$ cat config.mk
export PLATFORM = sky130hd
export DESIGN_NAME = prio_issue_scheduler
export DESIGN_NICKNAME = d
export VERILOG_FILES = /design/src/rtl/prio_issue_scheduler.sv
export SDC_FILE = /design/constraint.sdc
export NUM_CORES = 1
export LEC_CHECK = 0
export BUFFER_PORTS_ARGS = -buffer_cell sky130_fd_sc_hd__buf_2
export CAP_MARGIN = 20
export CORE_UTILIZATION = 45
export CTS_BUF_LIST = sky130_fd_sc_hd__clkbuf_8
export CTS_CLUSTER_SIZE = 20
export DETAILED_ROUTE_END_ITERATION = 7
export PLACE_DENSITY_LB_ADDON = 0.12
export SLEW_MARGIN = 20
export SYNTH_ARGS = -nofsm -noshare
export SYNTH_HDL_FRONTEND = slang
export SYNTH_SLANG_ARGS = --single-unit
export TNS_END_PERCENT = 20
$ cat constraint.sdc
create_clock -name clk -period 5.8 [get_ports clk]
set_input_delay 0.87 -clock clk [delete_from_list [all_inputs] [get_ports clk]]
set_output_delay 0.87 -clock clk [all_outputs]
set_load 0.05 [all_outputs]
$ cat src/rtl/prio_issue_scheduler.sv
// Out-of-order issue scheduler: lowest-index-first allocation and selection,
// one tag-tracked source operand per entry, entries retire on port handshake.
module prio_issue_scheduler #(
    parameter int DEPTH     = 8,
    parameter int ENQ_WIDTH = 2,
    parameter int SEL_WIDTH = 2,
    parameter int DATA_W    = 32,
    parameter int TAG_W     = 4
) (
    input  logic                           clk,
    input  logic                           rst_n,
    input  logic                           flush_i,
    input  logic [ENQ_WIDTH-1:0]           enq_vld_i,
    input  logic [ENQ_WIDTH*DATA_W-1:0]    enq_data_i,
    input  logic [ENQ_WIDTH-1:0]           enq_src_rdy_i,
    input  logic [ENQ_WIDTH*TAG_W-1:0]     enq_src_tag_i,
    output logic [ENQ_WIDTH-1:0]           enq_rdy_o,
    input  logic                           wakeup_vld_i,
    input  logic [TAG_W-1:0]               wakeup_tag_i,
    output logic [SEL_WIDTH-1:0]           iss_vld_o,
    output logic [SEL_WIDTH*DATA_W-1:0]    iss_data_o,
    input  logic [SEL_WIDTH-1:0]           iss_rdy_i,
    output logic [$clog2(DEPTH):0]         count_o,
    output logic                           empty_o,
    output logic                           full_o
);

    localparam int CNT_W = $clog2(DEPTH) + 1;
    localparam int IDX_W = $clog2(DEPTH);

    logic [DEPTH-1:0]  r_vld;
    logic [DEPTH-1:0]  r_rdy;
    logic [TAG_W-1:0]  r_tag  [DEPTH];
    logic [DATA_W-1:0] r_data [DEPTH];
    logic [CNT_W-1:0]  r_count;

    logic [CNT_W-1:0]  w_free;
    logic [IDX_W-1:0]  w_enq_idx [ENQ_WIDTH];
    logic [IDX_W-1:0]  w_sel_idx [SEL_WIDTH];
    logic [ENQ_WIDTH-1:0] w_enq_fire;
    logic [SEL_WIDTH-1:0] w_iss_fire;
    logic [DEPTH-1:0]  w_cand;
    logic [DEPTH-1:0]  w_vld_nxt;
    logic [DEPTH-1:0]  w_rdy_nxt;
    logic [CNT_W-1:0]  w_enq_cnt;
    logic [CNT_W-1:0]  w_iss_cnt;

    // Lane readiness comes from the registered count only, so nothing upstream can loop back.
    assign w_free = CNT_W'(DEPTH) - r_count;
    always_comb begin
        for (int k = 0; k < ENQ_WIDTH; k++) begin
            enq_rdy_o[k] = (w_free > CNT_W'(k));
        end
    end

    assign w_enq_fire = enq_vld_i & enq_rdy_o;
    assign w_iss_fire = iss_vld_o & iss_rdy_i;
    assign w_cand     = r_vld & r_rdy;

    // Lane k takes the (k+1)-th free slot regardless of which lower lanes are valid.
    always_comb begin
        int n_seen;
        // NOTE: every combinational output gets a default before the loops; otherwise a latch is inferred.
        n_seen = 0;
        for (int k = 0; k < ENQ_WIDTH; k++) w_enq_idx[k] = '0;
        for (int i = 0; i < DEPTH; i++) begin
            if (!r_vld[i]) begin
                for (int k = 0; k < ENQ_WIDTH; k++) begin
                    if (n_seen == k) w_enq_idx[k] = IDX_W'(i);
                end
                n_seen++;
            end
        end
    end

    always_comb begin
        int n_seen;
        n_seen    = 0;
        iss_vld_o = '0;
        for (int j = 0; j < SEL_WIDTH; j++) w_sel_idx[j] = '0;
        for (int i = 0; i < DEPTH; i++) begin
            if (w_cand[i]) begin
                for (int j = 0; j < SEL_WIDTH; j++) begin
                    if (n_seen == j) begin
                        w_sel_idx[j] = IDX_W'(i);
                        iss_vld_o[j] = 1'b1;
                    end
                end
                n_seen++;
            end
        end
        for (int j = 0; j < SEL_WIDTH; j++) begin
            iss_data_o[j*DATA_W +: DATA_W] = iss_vld_o[j] ? r_data[w_sel_idx[j]] : '0;
        end
    end

    // Enqueue targets only free slots and issue only occupied ones, so the two never collide.
    always_comb begin
        w_vld_nxt = r_vld;
        w_rdy_nxt = r_rdy;
        w_enq_cnt = '0;
        w_iss_cnt = '0;
        for (int i = 0; i < DEPTH; i++) begin
            if (wakeup_vld_i && r_vld[i] && (r_tag[i] == wakeup_tag_i)) w_rdy_nxt[i] = 1'b1;
        end
        for (int j = 0; j < SEL_WIDTH; j++) begin
            if (w_iss_fire[j]) begin
                w_vld_nxt[w_sel_idx[j]] = 1'b0;
                w_rdy_nxt[w_sel_idx[j]] = 1'b0;
                w_iss_cnt = w_iss_cnt + CNT_W'(1);
            end
        end
        for (int k = 0; k < ENQ_WIDTH; k++) begin
            if (w_enq_fire[k]) begin
                w_vld_nxt[w_enq_idx[k]] = 1'b1;
                w_rdy_nxt[w_enq_idx[k]] = enq_src_rdy_i[k] |
                    (wakeup_vld_i && (enq_src_tag_i[k*TAG_W +: TAG_W] == wakeup_tag_i));
                w_enq_cnt = w_enq_cnt + CNT_W'(1);
            end
        end
    end

    // NOTE: state registers use non-blocking assignments so every flop samples pre-edge values.
    always_ff @(posedge clk or negedge rst_n) begin
        if (!rst_n) begin
            r_vld   <= '0;
            r_rdy   <= '0;
            r_count <= '0;
        end else if (flush_i) begin
            r_vld   <= '0;
            r_rdy   <= '0;
            r_count <= '0;
        end else begin
            r_vld   <= w_vld_nxt;
            r_rdy   <= w_rdy_nxt;
            r_count <= r_count + w_enq_cnt - w_iss_cnt;
        end
    end

    // NOTE: payload and tag storage is never read unless r_vld is set, so it carries no reset.
    always_ff @(posedge clk) begin
        for (int k = 0; k < ENQ_WIDTH; k++) begin
            if (w_enq_fire[k]) begin
                r_data[w_enq_idx[k]] <= enq_data_i[k*DATA_W +: DATA_W];
                r_tag[w_enq_idx[k]]  <= enq_src_tag_i[k*TAG_W +: TAG_W];
            end
        end
    end

    assign count_o = r_count;
    assign empty_o = (r_count == '0);
    assign full_o  = (r_count == CNT_W'(DEPTH));

endmodule

### Word level (Yosys, flattened, before mapping)

Memory sizes are Yosys's and may differ from the RTL's.
Cells that the tools add are included.
W data, S select, Z words.

* add/subtract/negate cells: 17
* order comparisons: 10
* equal/unequal tests: 25
* muxes and demuxes: 117
* bitwise gates (word level): 13
* reduce and logical (&&, ||, !) cells: 37

Operator list (count)
* $eq A32 B2 Y1 const B: 14
* $logic_not A32 Y1: 14
* $mux W32: 14
* $add A32 B2 Y32 const B: 12
* $mux W8: 10
* $mux W3: 24
* $mux W6: 12
* $and A8 B8 Y8: 5
* $eq A4 B4 Y1: 10
* $mux W1: 39
* $logic_and A1 B1 Y1: 22
* $mux W4: 5
* $bwmux W8: 2
* $lt A3 B4 Y1 const B: 4
* $not A8 Y8: 2
* $or A8 B8 Y8: 2
* $mux W2: 7
* $demux W1 S3: 4
* $ge A3 B1 Y1 const B: 4
* $add A4 B1 Y4 const B: 2
* $gt A4 B1 Y1 const B: 2
* $add A4 B4 Y4: 1
* $and A2 B2 Y2: 2
* $eq A4 B4 Y1 const B: 1
* 4 further kinds: 5

* register bits after elaboration: 20
* RAM bits: 288
* word-level logic and storage cells: 224
* memories kept: 2

Memory list
* r_data: depth 8, width 32, read ports 2, clocked after memory_dff 0, wr ports 2, line 34 `logic [DATA_W-1:0] r_data [DEPTH];`
* r_tag: depth 8, width 4, read ports 8, clocked after memory_dff 0, wr ports 2, line 33 `logic [TAG_W-1:0] r_tag [DEPTH];`

### Depth between registers and ports, before layout

* word-level depth: 31
* mapped depth: 31

### Worst setup path before layout

No wires, ideal clock.

* path kind: reg-to-output
* start: reg r_vld[0]
* end: out iss_data_o[61]
* arrival: 5.951 ns
* path slack: -1.021 ns
* cell stages (with the launch flop): 23
* cells stage by stage: dfrtp_1 -> nand2_1 -> inv_1 -> ha_1 -> a21oi_1 -> nor2_1 -> ha_1 -> nand3_1 -> o31ai_4 -> ha_1 -> and3b_1 -> a21oi_4 -> ha_1 -> o221a_2 -> ha_1 -> xnor3_1 -> and3_1 -> o211ai_2 -> a21bo_2 -> buf_6 -> buf_2 -> a221o_1 -> a221oi_1

* longest elaborated chain between the ends: 19
* elaborated cells on any way between the ends: 51
* those cells by class: add/sub: 6; eq/ne: 7; mux: 36; bitwise: 1; memory: 1

Ends and longest elaborated chain
* start: declaration: line 31 `logic [DEPTH-1:0] r_vld;`
* start signal: assignment: line 134 `r_vld <= w_vld_nxt;`
* $and A8 B8 Y8 *: line 58 `assign w_cand = r_vld & r_rdy;`
* $mux W1 *: line 82 `if (w_cand[i]) begin`
* $add A32 B2 Y32 or $eq A32 B2 Y1 (tied branches): line 89, 84
* $mux W32 or $mux W1 (tied branches): line 82, 84
* $add A32 B2 Y32 (tied with other cells): line 89 `n_seen++;`
* $mux W32 or $mux W3 (tied branches): line 82, 84
* $add A32 B2 Y32 (tied with other cells): line 89
* $mux W32 or $mux W3 (tied branches): line 82, 84
* (+3 left out)
* $mux W32 or $mux W3 (tied branches): line 82, 84
* $add A32 B2 Y32 (tied with other cells): line 89
* $mux W32 or $mux W3 (tied branches): line 82, 84
* $eq A32 B2 Y1 or $mux W6 (tied branches): line 84, 82
* $mux W3: line 84 `if (n_seen == j) begin`
* $mux W6: line 82
* $mem_v2 Z8 W32
* $mux W32 *: line 93 `iss_data_o[j*DATA_W +: DATA_W] = iss_vld_o[j] ? r_data[w_sel_idx[j]] : '0;`
* end: declaration: line 21 `output logic [SEL_WIDTH*DATA_W-1:0] iss_data_o,`

Every way passes the cells marked *; elsewhere a longest branch is shown, timed or not.

### Worst setup path after layout

* start: reg r_rdy[1]
* end: out iss_data_o[36]

* longest elaborated chain between the ends: 17
* elaborated cells on any way between the ends: 46
* those cells by class: add/sub: 5; eq/ne: 6; mux: 33; bitwise: 1; memory: 1

Ends and longest elaborated chain
* start: declaration: line 32 `logic [DEPTH-1:0] r_rdy;`
* start signal: assignment: line 135 `r_rdy <= w_rdy_nxt;`
* $and A8 B8 Y8 *: line 58
* $mux W32: line 82
* $add A32 B2 Y32 or $eq A32 B2 Y1 (tied branches): line 89, 84
* $mux W32 or $mux W3 (tied branches): line 82, 84
* $add A32 B2 Y32 (tied with other cells): line 89
* $mux W32 or $mux W3 (tied branches): line 82, 84
* $add A32 B2 Y32 (tied with other cells): line 89
* $mux W32 or $mux W3 (tied branches): line 82, 84
* $add A32 B2 Y32 (tied with other cells): line 89
* $mux W32 or $mux W3 (tied branches): line 82, 84
* $add A32 B2 Y32 (tied with other cells): line 89
* $mux W32 or $mux W3 (tied branches): line 82, 84
* $eq A32 B2 Y1 or $mux W6 (tied branches): line 84, 82
* $mux W3: line 84
* $mux W6: line 82
* $mem_v2 Z8 W32
* $mux W32 *: line 93

Marked as above.

==> out/results.tsv <==
stage	metric	value	unit
sta	min Tclk post-route	6210	ps
final_layout	P&R area growth vs syn	31.0	%
grt	global route overflow	0	
synth	Net Count, Synth	1825	
synth	sequential fraction of the synthesis area	45.8	%
sta	Setup WS post-layout	-414	ps
routing	drt drc	0	
power	Reg power frac	29.8	%
synth	synth warn	0	
synth	mux contribution to synthesized area	21.4	%
sta	Final period util	107	%
synth	largest family of logic cells by synthesized area	multiplexers	
power	Max VDD drop	0.705	mV
critical_path	CP top delay family	compound AO/OA/AOI/OAI gates	
clock_network	Clk Latency, worst-skew pair	670	ps
final_layout	most frequent cells in the layout	mux2_2 (350), edfxtp_1 (288), buf_4 (104), buf_2 (94), nor2_1 (88)	
clock_network	Worst-path clk slew	70	ps
sta	Worst slew margin	30.0	%
die	die area	0.0452	mm²
grt	vias in the first global route	16340	
grt	largest net degree at the start of global routing	37	
placed_design	placed cell area	0.0230	mm²
synth	leading area contributor after synthesis	edfxtp_1	
critical_path	CP Capture Type	primary output	
critical_path	R2R depth	27	
die	Die W	213	µm
routing	drt wl/cell	27.7	µm
clock_network	H-tree depth	2	
placed_design	dpl hpwl	42900	µm
power	Pleak	0.00943	µW
synth	simple-gate area share of the yosys netlist	10.4	%
synth	share of the synthesized area in the top cell type	43.3	%
critical_path	CP max stage cell	dfrtp_1	
power	total power	17700	µW
synth	Yosys cell types	92	
critical_path	WP data arrival	5340	ps
synth	Post-synth EDFFs	288	
final_layout	fill cell count	3531	
final_layout	most common cell after layout, fill and taps aside	mux2_2	
clock_network	CTS max path bufs	3	
sta	Slew @ Worst Pin	1040	ps
die	Placement Rows	76	
synth	Most used DFF post-synth	edfxtp_1	
routing	vias	16467	
clock_network	CTS tree	yes	
routing	DRT Pass-1 Iters	6	
status	failing checks	negative setup slack	
synth	post-synthesis xor/xnor area fraction	3.02	%
critical_path	Req. time, crit path	4930	ps
critical_path	CP max FO	5	
grt	initial antenna violation count	12	
critical_path	crit-path cells	and2_4 > ha_4 > xor2_4 > ha_4 > nand3_4 > o31ai_4 > ha_1 > and3b_2 > a21oi_4 > ha_4 > o221a_4 > ha_4 > xnor3_1 > and3_4 > o211ai_4 > a21bo_4 > buf_12 > buf_8 > a221o_1 > a221oi_4 > buf_6	
synth	Post-Synthesis Cells	1697	
synth	flops & latches, synth	308	
final_layout	layout cells sized above 1	48.0	%
sta	skew final	39.0	ps
synth	ys async rst share	6.49	%
critical_path	Startpoint Class	flip-flop	
routing	post-DR vias/cell	6.31	
placed_design	routability cong.	0.954	
grt	total track usage	30.8	%
final_layout	fin nets	2109	
routing	Post-DRT Antenna Nets	0	
power	Pint	9820	µW
clock_network	number of hold buffers added after cts	0	
critical_path	CP bufs+invs	3	
synth	Post-Synth Adder-Cell Area	2.71	%
synth	post-synthesis compound-gate area fraction	12.5	%
sta	final hold violation count	0	
flow_run	max_cap viols	0	
die	Core Box Area	0.0435	mm²
critical_path	CP Depth	21	
die	Die H	213	µm
grt	first-pass GRT wire length	102000	µm
clock_network	Root Buffer	clkbuf_8	
power	P per Cell Area	676	mW/mm²
sta	unrepaired setup endpoints after global routing	yes	
sta	Max Slew Vio Count	0	
synth	top cells by area in the synthesized netlist	edfxtp_1 (43%), mux2_2 (20%), o22ai_1 (2.8%)	
power	switching share of total power	44.5	%
critical_path	slowest stage delay, CP	370	ps
final_layout	Final Instance Area	0.0262	mm²
power	Comb pwr share	59.1	%
routing	initial DRC count	1736	
clock_network	Sink Count	308	
critical_path	CP most frequent cell	ha_4	
critical_path	Setup CP Type	flip-flop to primary output	
sta	count of final setup violators	64	
clock_network	Num CTS Buffers	56	
die	initial cell density of the core	46.0	%
synth	Syn Area/Cell	11.8	µm²
power	Clock power frac	11.1	%
synth	Mapped Area	0.0200	mm²
power	Sw Pwr	7880	µW
routing	final wirelength	72200	µm
min_path	Hold Path Class	primary input to async pin	
status	status	complete, but fails checks	
die	io pins	160	
sta	fmax	161	MHz
placed_design	I/O Buffers	159	
## sequential cells by signal, summed over array words and instances, names as in the netlist
name	count
r_vld	8
r_rdy	8
r_tag	32
r_data	256
count_o	4
## cells by family (layout without fill, tap and decap cells)
family / Yosys count / in the layout
compound gates: 332 / 332
xor+xnor: 56 / 56
fa+ha+maj: 42 / 42
buf+inv: 178 / 503
flops: 308 / 308
mux: 384 / 384
other cells: 0 / 4
simple gates: 397 / 397
## power by group through the flow
stage / registers (µW) / logic, µW / clock network (µW)
after floorplan: 5160 / 6000 / 0
after global placement: 5230 / 9660 / 0
after detailed placement: 5250 / 9810 / 0
after CTS: 5220 / 9970 / 1980
after global routing: 5380 / 11000 / 2070
final: 5280 / 10500 / 1960
## final cells by class
class / instances / area, µm² / area share (%)
Clock buffer: 61 / 840 / 3.21
Clock inverter: 38 / 180 / 0.688
Antenna cell: 4 / 10.0 / 0.0382
Tap cell: 585 / 732 / 2.80
Timing Repair Buffer: 359 / 3870 / 14.8
Inverter: 45 / 171 / 0.655
Sequential cell: 308 / 9150 / 34.9
Multi-Input combinational cell: 1211 / 11200 / 42.9
## Yosys cell counts, types with 5 or more instances
| cell type | count |
|---|---|
| nor2b_1 | 13 |
| edfxtp_1 | 288 |
| or2_2 | 5 |
| and2_1 | 45 |
| buf_1 | 12 |
| xnor2_1 | 18 |
| mux2i_1 | 32 |
| a221o_1 | 27 |
| a31oi_1 | 5 |
| nand2_1 | 76 |
| o22ai_1 | 89 |
| nand2b_1 | 10 |
| a21o_1 | 7 |
| buf_4 | 6 |
| buf_2 | 51 |
| xor2_1 | 29 |
| ha_1 | 40 |
| nor3_1 | 55 |
| dfrtp_1 | 20 |
| o21ai_0 | 40 |
| nand3_1 | 27 |
| a211oi_1 | 34 |
| o211ai_1 | 38 |
| nor2_1 | 93 |
| nor4_1 | 5 |
| nand4_1 | 9 |
| mux2_2 | 352 |
| a21oi_1 | 15 |
| buf_6 | 7 |
| and3_1 | 16 |
| a221oi_1 | 33 |
| nand3b_1 | 5 |
| clkbuf_1 | 57 |
| inv_1 | 44 |
## per-stage QoR
stage | cells | setup WS [ps] | util (%) | hold WS [ps] | TNS, ps
2_1_floorplan | 1697 | -234 | - | 569 | -7280
5_1_grt | 2609 | -579 | 60.2 | 175 | -32090
6_report | 2611 | -414 | 60.2 | 161 | -20670
3_5_place_dp | 2445 | -97.0 | 52.9 | 680 | -236
4_1_cts | 2571 | -475 | 57.6 | 140 | -22080
3_3_place_gp | 2445 | -31.5 | 52.9 | 671 | -31.5
## per-layer routing
metal	up-vias	share of wire [%]	track usage [%]
met5	-	0.10	0
met4	12	3.5	12.5
met3	196	9.3	5.69
met2	909	46	49.1
met1	8184	41	41.1
li1	7166	-	-
## worst reg2reg max path, cell delays in order, from the launching register on
cell and delay [ps]:
dfrtp_1 370, and2_4 180, ha_4 300, xor2_4 190
ha_4 230, nand3_4 60, o31ai_4 70, ha_1 260
and3b_2 270, a21oi_4 50, ha_4 280, o221a_4 210
buf_4 140, inv_4 40, ha_2 170, and3_4 160
a211o_1 280, or2_4 280, nand2b_4 180, and2_1 160
ha_1 200, fa_1 490, inv_1 60, ha_1 260
a21o_1 150, a21oi_1 180, xnor2_1 140, nor2_1 50
## repair_timing
item | 4_1_cts | 5_1_grt
pin swaps | 27 | 46
resized for setup | 190 | 126
setup buffers | 24 | 26
setup endpoints to repair | 67 | 436
gates cloned | 5 | 11
## worst paths after layout
check / slack [ps] / startpoint / endpoint
max in group asynchronous: 5280 / rst_n / r_rdy[5]$_DFF_PN0_
min in group clk: 610 / enq_data_i[37] / r_data[5][5]$_DFFE_PP_
worst max register to register: 250 / r_rdy[1]$_DFF_PN0_ / count_o[3]$_DFF_PN0_
worst min register to register: 700 / count_o[0]$_DFF_PN0_ / count_o[0]$_DFF_PN0_
worst min-delay path: 160 / rst_n / count_o[3]$_DFF_PN0_
worst max-delay path: -410 / r_rdy[1]$_DFF_PN0_ / iss_data_o[36]
Note: power is estimated with default switching activity, not from simulation.
